## src/rtl/mem_byte_access_unit.sv

```systemverilog
// MEM-stage access unit: serialises word/halfword loads and word stores onto an
// 8-bit req/ack memory port and returns sign- or zero-extended load data.
module mem_byte_access_unit #(
    parameter int ADDR_W = 32
) (
    input  logic              clk,
    input  logic              reset_n,
    input  logic              MemRead,
    input  logic              MemWrite,
    input  logic [1:0]        load_mode,
    input  logic [ADDR_W-1:0] addr,
    input  logic [31:0]       wdata,
    output logic [31:0]       rdata,
    output logic              stall,
    output logic              done,
    output logic              mem_req,
    output logic              mem_we,
    output logic [ADDR_W-1:0] mem_addr,
    output logic [7:0]        mem_wdata,
    input  logic [7:0]        mem_rdata,
    input  logic              mem_ack
);

    typedef enum logic [1:0] {IDLE, XFER, DONE} state_t;

    state_t            state;
    logic [1:0]        idx;
    logic [ADDR_W-1:0] base;
    logic [31:0]       wdata_q;
    logic [31:0]       asm_q;
    logic              is_half;
    logic              is_signed;

    logic [1:0]        next_idx;
    logic              last;
    logic [31:0]       assembled;
    logic [31:0]       load_result;
    logic              req_half;
    logic [ADDR_W-1:0] req_base;

    // NOTE: every signal assigned here gets a default first, so no latch is inferred.
    always_comb begin
        next_idx  = idx + 2'd1;
        last      = is_half ? (idx == 2'd1) : (idx == 2'd3);
        assembled = asm_q;
        assembled[{idx, 3'b000} +: 8] = mem_rdata;
        if (is_half)
            load_result = is_signed ? {{16{assembled[15]}}, assembled[15:0]}
                                    : {16'h0000, assembled[15:0]};
        else
            load_result = assembled;
        // Stores are always words; misaligned addresses are silently aligned down.
        req_half = !MemWrite && (load_mode == 2'b01 || load_mode == 2'b10);
        req_base = req_half ? {addr[ADDR_W-1:1], 1'b0} : {addr[ADDR_W-1:2], 2'b00};
        stall    = (state == XFER) || (state == IDLE && (MemRead || MemWrite));
    end

    // NOTE: sequential state uses non-blocking assignments so every register
    // samples pre-edge values regardless of statement order.
    always_ff @(posedge clk or negedge reset_n) begin
        if (!reset_n) begin
            state     <= IDLE;
            idx       <= 2'd0;
            base      <= '0;
            wdata_q   <= 32'h0;
            asm_q     <= 32'h0;
            is_half   <= 1'b0;
            is_signed <= 1'b0;
            rdata     <= 32'h0;
            done      <= 1'b0;
            mem_req   <= 1'b0;
            mem_we    <= 1'b0;
            mem_addr  <= '0;
            mem_wdata <= 8'h00;
        end else begin
            case (state)
                IDLE: begin
                    done <= 1'b0;
                    if (MemWrite || MemRead) begin
                        state     <= XFER;
                        idx       <= 2'd0;
                        base      <= req_base;
                        wdata_q   <= wdata;
                        asm_q     <= 32'h0;
                        is_half   <= req_half;
                        is_signed <= (load_mode == 2'b01);
                        mem_req   <= 1'b1;
                        mem_we    <= MemWrite;
                        mem_addr  <= req_base;
                        mem_wdata <= MemWrite ? wdata[7:0] : 8'h00;
                    end
                end
                XFER: begin
                    // Port outputs only move on ack, so they hold through wait states.
                    if (mem_ack) begin
                        if (!mem_we)
                            asm_q <= assembled;
                        if (last) begin
                            state     <= DONE;
                            done      <= 1'b1;
                            idx       <= 2'd0;
                            mem_req   <= 1'b0;
                            mem_we    <= 1'b0;
                            mem_wdata <= 8'h00;
                            if (!mem_we)
                                rdata <= load_result;
                        end else begin
                            idx      <= next_idx;
                            mem_addr <= base + ADDR_W'(next_idx);
                            if (mem_we)
                                mem_wdata <= wdata_q[{next_idx, 3'b000} +: 8];
                        end
                    end
                end
                DONE: begin
                    done  <= 1'b0;
                    state <= IDLE;
                end
                default: state <= IDLE;
            endcase
        end
    end

endmodule

```

## config.mk

```make
export PLATFORM = sky130hd
export DESIGN_NAME = mem_byte_access_unit
export DESIGN_NICKNAME = d
export VERILOG_FILES = /design/src/rtl/mem_byte_access_unit.sv
export SDC_FILE = /design/constraint.sdc
export NUM_CORES = 1
export LEC_CHECK = 0
export CORE_UTILIZATION = 40
export CTS_CLUSTER_SIZE = 25
export DETAILED_ROUTE_END_ITERATION = 7
export HOLD_SLACK_MARGIN = 0.02
export SLEW_MARGIN = 10
export SYNTH_ARGS = -nofsm -noshare
export SYNTH_HDL_FRONTEND = slang
export SYNTH_SLANG_ARGS = --single-unit
```

## constraint.sdc

```tcl
create_clock -name clk -period 3.3 [get_ports clk]
set_clock_uncertainty 0.1 [all_clocks]
set_input_delay 0.33 -clock clk [delete_from_list [all_inputs] [get_ports clk]]
set_output_delay 0.33 -clock clk [all_outputs]
set_load 0.03 [all_outputs]
```

==> results.txt <==
Startpoint Class = flop
Psw = 4670 uW
sequential cell area fraction in the yosys report = 53.00%
worst vdd ir = 0.0004981 V
vias in the first global route = 6405
RSZ-0062 raised after global routing = no
post-route ant nets = 0
Switching Share = 42.75%
most common cell after layout, fill and taps aside = nand2_1
Bufs on Longest Clock Path = 2
post-synthesis xor/xnor area fraction = 2.830%
simple-gate portion of the synthesized area = 21.53%
RR Startpoint = idx[1]$_DFFE_PN0P_
Synth Area in Adders = 1.355%
Root Buffer = clkbuf_16
synth-to-layout area growth = 28.89%
main combinational cell family by area after synthesis = simple AND/OR/NAND/NOR gates
Clk pwr share = 17.8%
I/O Pins = 155
Buffers on Ports = 153
syn_nets = 956
Fin Setup TNS = 0 ns
Max Freq = 0.3692 GHz
post-synthesis cell count = 868
critical path data arrival time = 2.94 ns
min Tclk post-route = 2.709 ns
number of distinct library cells after synthesis = 59
R2R Path End = mem_addr[31]$_DFFE_PN0P_
Core Area = 20300 um^2
hold path depth = 3
max-slew violation count = 0
worst slew pin tran = 0.8038 ns
Num CTS Buffers = 17
GRT Util Overall = 20.33%
Clock H-tree levels = 4
worst skew pair latency = 0.43 ns
Reg clk slew, reported paths = 0.07 ns
Max-Cap Viols = 0
Post-synth EDFFs = 0
Nets = 1098
sequential share of power = 34.2%
WL final = 20570 um
Req. time, crit path = 3.53 ns
Starting DRT DRC Count = 425
Hold-fix buffers, CTS = 1
HP Start = wdata[26]
Die W = 146.1 um
post-synthesis compound-gate area fraction = 14.63%
worst rel slew slack = 46.41%
# clock sinks = 176
Hold Crit Class = in2reg
HPWL Detailed = 13880 um
die height = 146.1 um
first-pass GRT wire length = 34160 um
Mapped Area = 8310 um^2
Mapped Avg Cell Area = 9.574 um^2
Avg Vias per Cell = 5.062
Gates resized, CTS repair = 0
Placer Congestion = 0.8017
Starting Density = 40.94%
Pre-antenna DRT Iters = 6
Hold EP = wdata_q[26]$_DFFE_PN0P_
die area = 21360 um^2
DRC = 0
cell depth of the worst flop-to-flop path = 9
power per cell area = 1020 nW/um^2
status = finished clean
Final Hold Vio Count = 0
global route total overflow = 0
Yosys warnings = 0
Setup violations, final = 0
Post-synth ARST share = 100.0%
DR vias = 6545
combinational cell fraction of total power = 48.0%
Post-CTS Setup Bufs = 0
final hold slack = 0.3186 ns
share of layout cells above drive strength 1 = 8.407%
initial antenna violation count = 0
period utilization = 82.08%
top_reg_cell synth = dfrtp_1
Rows = 52
commonest cells after routing, fill and taps aside = nand2_1 (237), dfrtp_1 (176), clkdlybuf4s50_1 (152)
# diodes = 0
average wire per standard cell = 15.91 um
mux cell area share after synthesis = 3.388%
leakage = 0.004807 uW
Internal = 6254 uW
critical path endpoint category = flop
largest net degree at the start of global routing = 69
Synth Register Bits = 176
Setup CP Type = reg2reg
Reg2Reg Setup Slack = 0.59 ns
CP max FO = 10
CTS tree = yes
==> worst max-delay path by stage <==
stage,start,to,cells after the start
after floorplan,idx[0]$_DFFE_PN0P_,mem_addr[31]$_DFFE_PN0P_,9
after global placement,idx[1]$_DFFE_PN0P_,mem_addr[31]$_DFFE_PN0P_,9
after detailed placement,idx[1]$_DFFE_PN0P_,mem_addr[31]$_DFFE_PN0P_,9
after CTS,idx[1]$_DFFE_PN0P_,mem_addr[31]$_DFFE_PN0P_,9
after global routing,idx[1]$_DFFE_PN0P_,mem_addr[31]$_DFFE_PN0P_,9
final,idx[1]$_DFFE_PN0P_,mem_addr[31]$_DFFE_PN0P_,9
==> area by class of cell <==
cell class                 count  area [um^2]
inverter                      10        37.54
tap                          270        337.8
fill                        1927         9588
clock buffer                  18        439.2
timing repair buffer         173         1723
sequential                   176         4404
multi-input combinational    632         3647
clock inverter                14        122.6
==> through the flow <==
step	total power [uW]	area, um^2	utilization, %	std cells	worst slack (ns)
after floorplan	7163	8310	-	868	0.9455
after global placement	8990	10140	49.95	1260	0.6412
final	10920	10710	52.77	1293	0.5915
after global routing	11710	10710	52.77	1293	0.3556
after CTS	11050	10710	52.77	1293	0.5741
after detailed placement	9066	10140	49.95	1260	0.5791
==> flip-flops by register name, indices dropped and copies added, names as in the netlist <==
| name | count |
|---|---|
| idx | 2 |
| mem_wdata | 8 |
| wdata_q | 32 |
| is_half | 1 |
| mem_we | 1 |
| rdata | 32 |
| asm_q | 32 |
| is_signed | 1 |
| state | 2 |
| mem_req | 1 |
| base | 31 |
| done | 1 |
| mem_addr | 32 |
==> power by group through the flow <==
stage / registers (uW) / logic, uW / clock network, uW
final: 3740 / 5240 / 1950
after CTS: 3740 / 5310 / 2000
after global placement: 3760 / 5230 / 0
after detailed placement: 3770 / 5290 / 0
after global routing: 3880 / 5760 / 2080
after floorplan: 4510 / 2650 / 0
==> critical path: stages, from the launching register on <==
cell	delay [ns]
dfrtp_1	0.43
inv_1	0.12
ha_1	0.35
ha_1	0.17
ha_1	0.14
nand3_1	0.22
nor2_2	0.44
nand4_1	0.20
xor2_1	0.20
o311ai_2	0.24
==> synth_stat cells (all sizes together) (2+ instances only) <==
master    n  share of area [%]
o22a     16                1.7
buf      34                2.1
xor2     20                2.2
mux4      8                2.2
a21oi    65                4.1
a31oi     3               0.23
o311ai    7                1.1
nand2   240                 11
nor3b     2               0.18
inv      10               0.45
mux2i     9                1.1
nand4b    3               0.32
and2      2               0.15
xnor2     6               0.63
nor3      7               0.69
o211ai    3               0.27
ha        9                1.4
o31ai    13                1.2
nor4      3               0.41
a22o     15                1.6
nor2     68                3.1
nand4    14                1.1
a21o      4               0.38
o21ai    36                2.3
clkbuf   16               0.74
nor2b    36                2.7
and3      5               0.39
o21bai    3               0.27
nand3    13               0.99
a22oi    12                1.1
dfrtp   176                 53
==> logic make-up (layout without fill, tap and decap cells) <==
| kind of cell | after synthesis | in the layout |
|---|---|---|
| flip-flops | 176 | 176 |
| XOR/XNOR | 26 | 26 |
| AO/OA/AOI/OAI | 181 | 181 |
| multiplexers | 18 | 18 |
| buffers and inverters | 60 | 215 |
| adder cells (fa/ha/maj) | 9 | 9 |
| AND/OR/NAND/NOR | 398 | 398 |
==> routing by layer <==
metal  vias to the layer above  part of all wire (%)  wire length [um]  global-route usage (%)
met5                         -                     0                 0                       0
met4                         0                   1.7               355                   6.042
met3                        25                   4.1               848                   4.625
met2                       134                    46              9492                   31.50
met1                      3143                    48              9873                   28.46
li1                       3243                     -                 -                       -
Power figures use the tool's default switching activity.
==> patch, RTL diff (same settings) <==
Register the input `load_mode` before use, with the module's reset. The logic sees it one clock later. The other inputs are not delayed to match.
--- a/src/rtl/mem_byte_access_unit.sv
+++ b/src/rtl/mem_byte_access_unit.sv
@@ -24,2 +24,12 @@
     typedef enum logic [1:0] {IDLE, XFER, DONE} state_t;
+
+    logic [1:0] load_mode_q;
+
+    always_ff @(posedge clk or negedge reset_n) begin
+        if (!reset_n) begin
+            load_mode_q <= '0;
+        end else begin
+            load_mode_q <= load_mode;
+        end
+    end
 
@@ -52,3 +62,3 @@
         // Stores are always words; misaligned addresses are silently aligned down.
-        req_half = !MemWrite && (load_mode == 2'b01 || load_mode == 2'b10);
+        req_half = !MemWrite && (load_mode_q == 2'b01 || load_mode_q == 2'b10);
         req_base = req_half ? {addr[ADDR_W-1:1], 1'b0} : {addr[ADDR_W-1:2], 2'b00};
@@ -85,3 +95,3 @@
                         is_half   <= req_half;
-                        is_signed <= (load_mode == 2'b01);
+                        is_signed <= (load_mode_q == 2'b01);
                         mem_req   <= 1'b1;
Behaviour: not the same (a bounded check fails within 4 cycles, from zero or initial values and one cycle with reset_n low).
==> patch against the original RTL <==
  * Sequential cell count grew 2
  * Die area rose by 1.2%
  * Wire length rose by 3.3%
  * Count of clock-buffer cells in the layout shrank 1
  * Design area is 1.1% higher
  * Cell count rose by 0.70%
  * Fmax down 0.74%
  * Synthesized area rose by 1.2%
  * Setup slack got worse by 0.020 ns
  * Power up 2.8%
  * Critical path depth shrank 4
  * Largest power group unchanged
==> patch: results (changes against the original RTL) <==
Finish
The filler cell count was 1957 (+1.6%). The fraction of layout instances using a drive strength above 1 was 0.08341 (-0.0006523). The final net count was 1106 (+0.73%).

Synthesis
In the post-synthesis netlist, the biggest area contributors are dfrtp_1 (53%), nand2_1 (11%), a21oi_1 (3.5%). The portion of netlist area occupied by mux cells is 0.02870 (-0.005172). The sequential share of the synthesized area was 0.5294 (about the same). The fraction of synthesized cell area in xor and xnor cells is 0.02900 (+0.0006959). The number of distinct standard cells referenced by the synthesized netlist is 58 (-1.7%). The adder-cell area share of the yosys netlist is 0.01338 (-0.0001652). The commonest cells after synthesis are nand2_1 (250), dfrtp_1 (178), a21oi_1 (59).

Pwr
The worst IR drop on VDD is 0.0005113 V (+2.6%). The static power due to leakage is 4.800 nW (-0.16%).

Critical path
The data arrival at the endpoint of the critical path came to 2.30 ns (-0.64 ns). The delay contributed by the slowest stage of the critical path is 0.62 ns (+0.18 ns). The maximum net fanout on the critical path came to 8 (-2).

The slowest stage of the critical path belongs to the cell clkdlybuf4s50_1. The cell class contributing the biggest share of worst-path delay is buffers and inverters.

GRT
The wire length of the first global-routing pass came to 34.91 mm (+2.2%). The combined global-route utilization of all metal layers is 0.2064 (+0.003020). The largest net degree at the start of global routing is 83 (+20%).

Place
The placed standard-cell area is 10200 um^2 (+0.59%). The half-perimeter wire length after detailed placement came to 14.46 mm (+4.2%). The weighted congestion at the end of routability-driven global placement came to 0.8045 (+0.35%).

Detailed routing
The aggregate routed wire length is 21.25 mm (+3.3%). The iteration-0 DRC count of the detailed router is 350 (-18%).

Clocking
The number of levels in the clock H-tree came to 4 (unchanged).

Status
The run finished with clean final reports.
==> patch: repair_timing <==
action,in CTS,in global routing
gates resized for setup,0,0
hold buffers,1,0
setup buffers,0,0
hold endpoints to repair,79,0
==> patch: cell type report <==
| cell class | count | area (um^2) | area share |
|---|---|---|---|
| flip-flops and latches | 178 | 4454 | 0.4112 |
| multi-input cells | 642 | 3676 | 0.3393 |
| repair buffers | 172 | 1715 | 0.1584 |
| clock buffers | 17 | 425.4 | 0.03927 |
| well taps | 270 | 337.8 | 0.03119 |
| clock inverters | 15 | 195.2 | 0.01802 |
| inverters | 7 | 26.28 | 0.002426 |
| diodes | 1 | 2.502 | 0.0002310 |
==> patch: cell families (layout without fill, tap and decap cells) <==
logic type                 after synthesis  count (layout)
and+or+nand+nor                        406             406
AOI/OAI and AO/OA                      186             186
DFF                                    178             178
buffers and inverters                   59             211
xor gates and xnor gates                27              27
muxes                                   14              14
adders and majority gates                9               9
other                                    0               1
==> patch: worst paths after layout <==
| path | start | endpoint | cells past startpoint | slack [ns] |
|---|---|---|---|---|
| setup / recovery | MemWrite | stall | 5 | 0.57 |
| hold / removal | load_mode[1] | load_mode_q[1] | 1 | 0.24 |
| setup reg to reg | idx[1] | rdata[29] | 7 | 0.58 |
| hold reg to reg | asm_q[24] | asm_q[24] | 2 | 0.37 |
| max in group asynchronous | reset_n | mem_addr[28] | 3 | 1.82 |
| min in group asynchronous | reset_n | mem_addr[6] | 2 | 0.41 |
==> patch: per-stage QoR <==
step                      std cells  setup WS (ns)  utilization
final                          1302         0.5711       0.5303
after global placement         1268         0.5623       0.4993
after floorplan                 879         0.9350            -
after CTS                      1301         0.5348       0.5301
after global routing           1302         0.3455       0.5303
after detailed placement       1268         0.5385       0.4993
==> patch: power groups by stage <==
stage	Combinational, mW	Clock [mW]	Sequential [mW]
after floorplan	2.67	0	4.55
after global placement	5.27	0	3.83
after detailed placement	5.34	0	3.83
after CTS	5.36	2.20	3.81
after global routing	5.78	2.29	3.94
final	5.27	2.15	3.81
==> patch: metal layers <==
| metal | track usage | part of all wire | vias to the layer above | routed length [um] |
|---|---|---|---|---|
| met5 | 0 | 0 | - | 0 |
| met4 | 0.05825 | 0.0059 | 0 | 125 |
| met3 | 0.04410 | 0.047 | 7 | 995 |
| met2 | 0.3258 | 0.47 | 131 | 10010 |
| met1 | 0.2869 | 0.48 | 3216 | 10120 |
| li1 | - | - | 3278 | - |
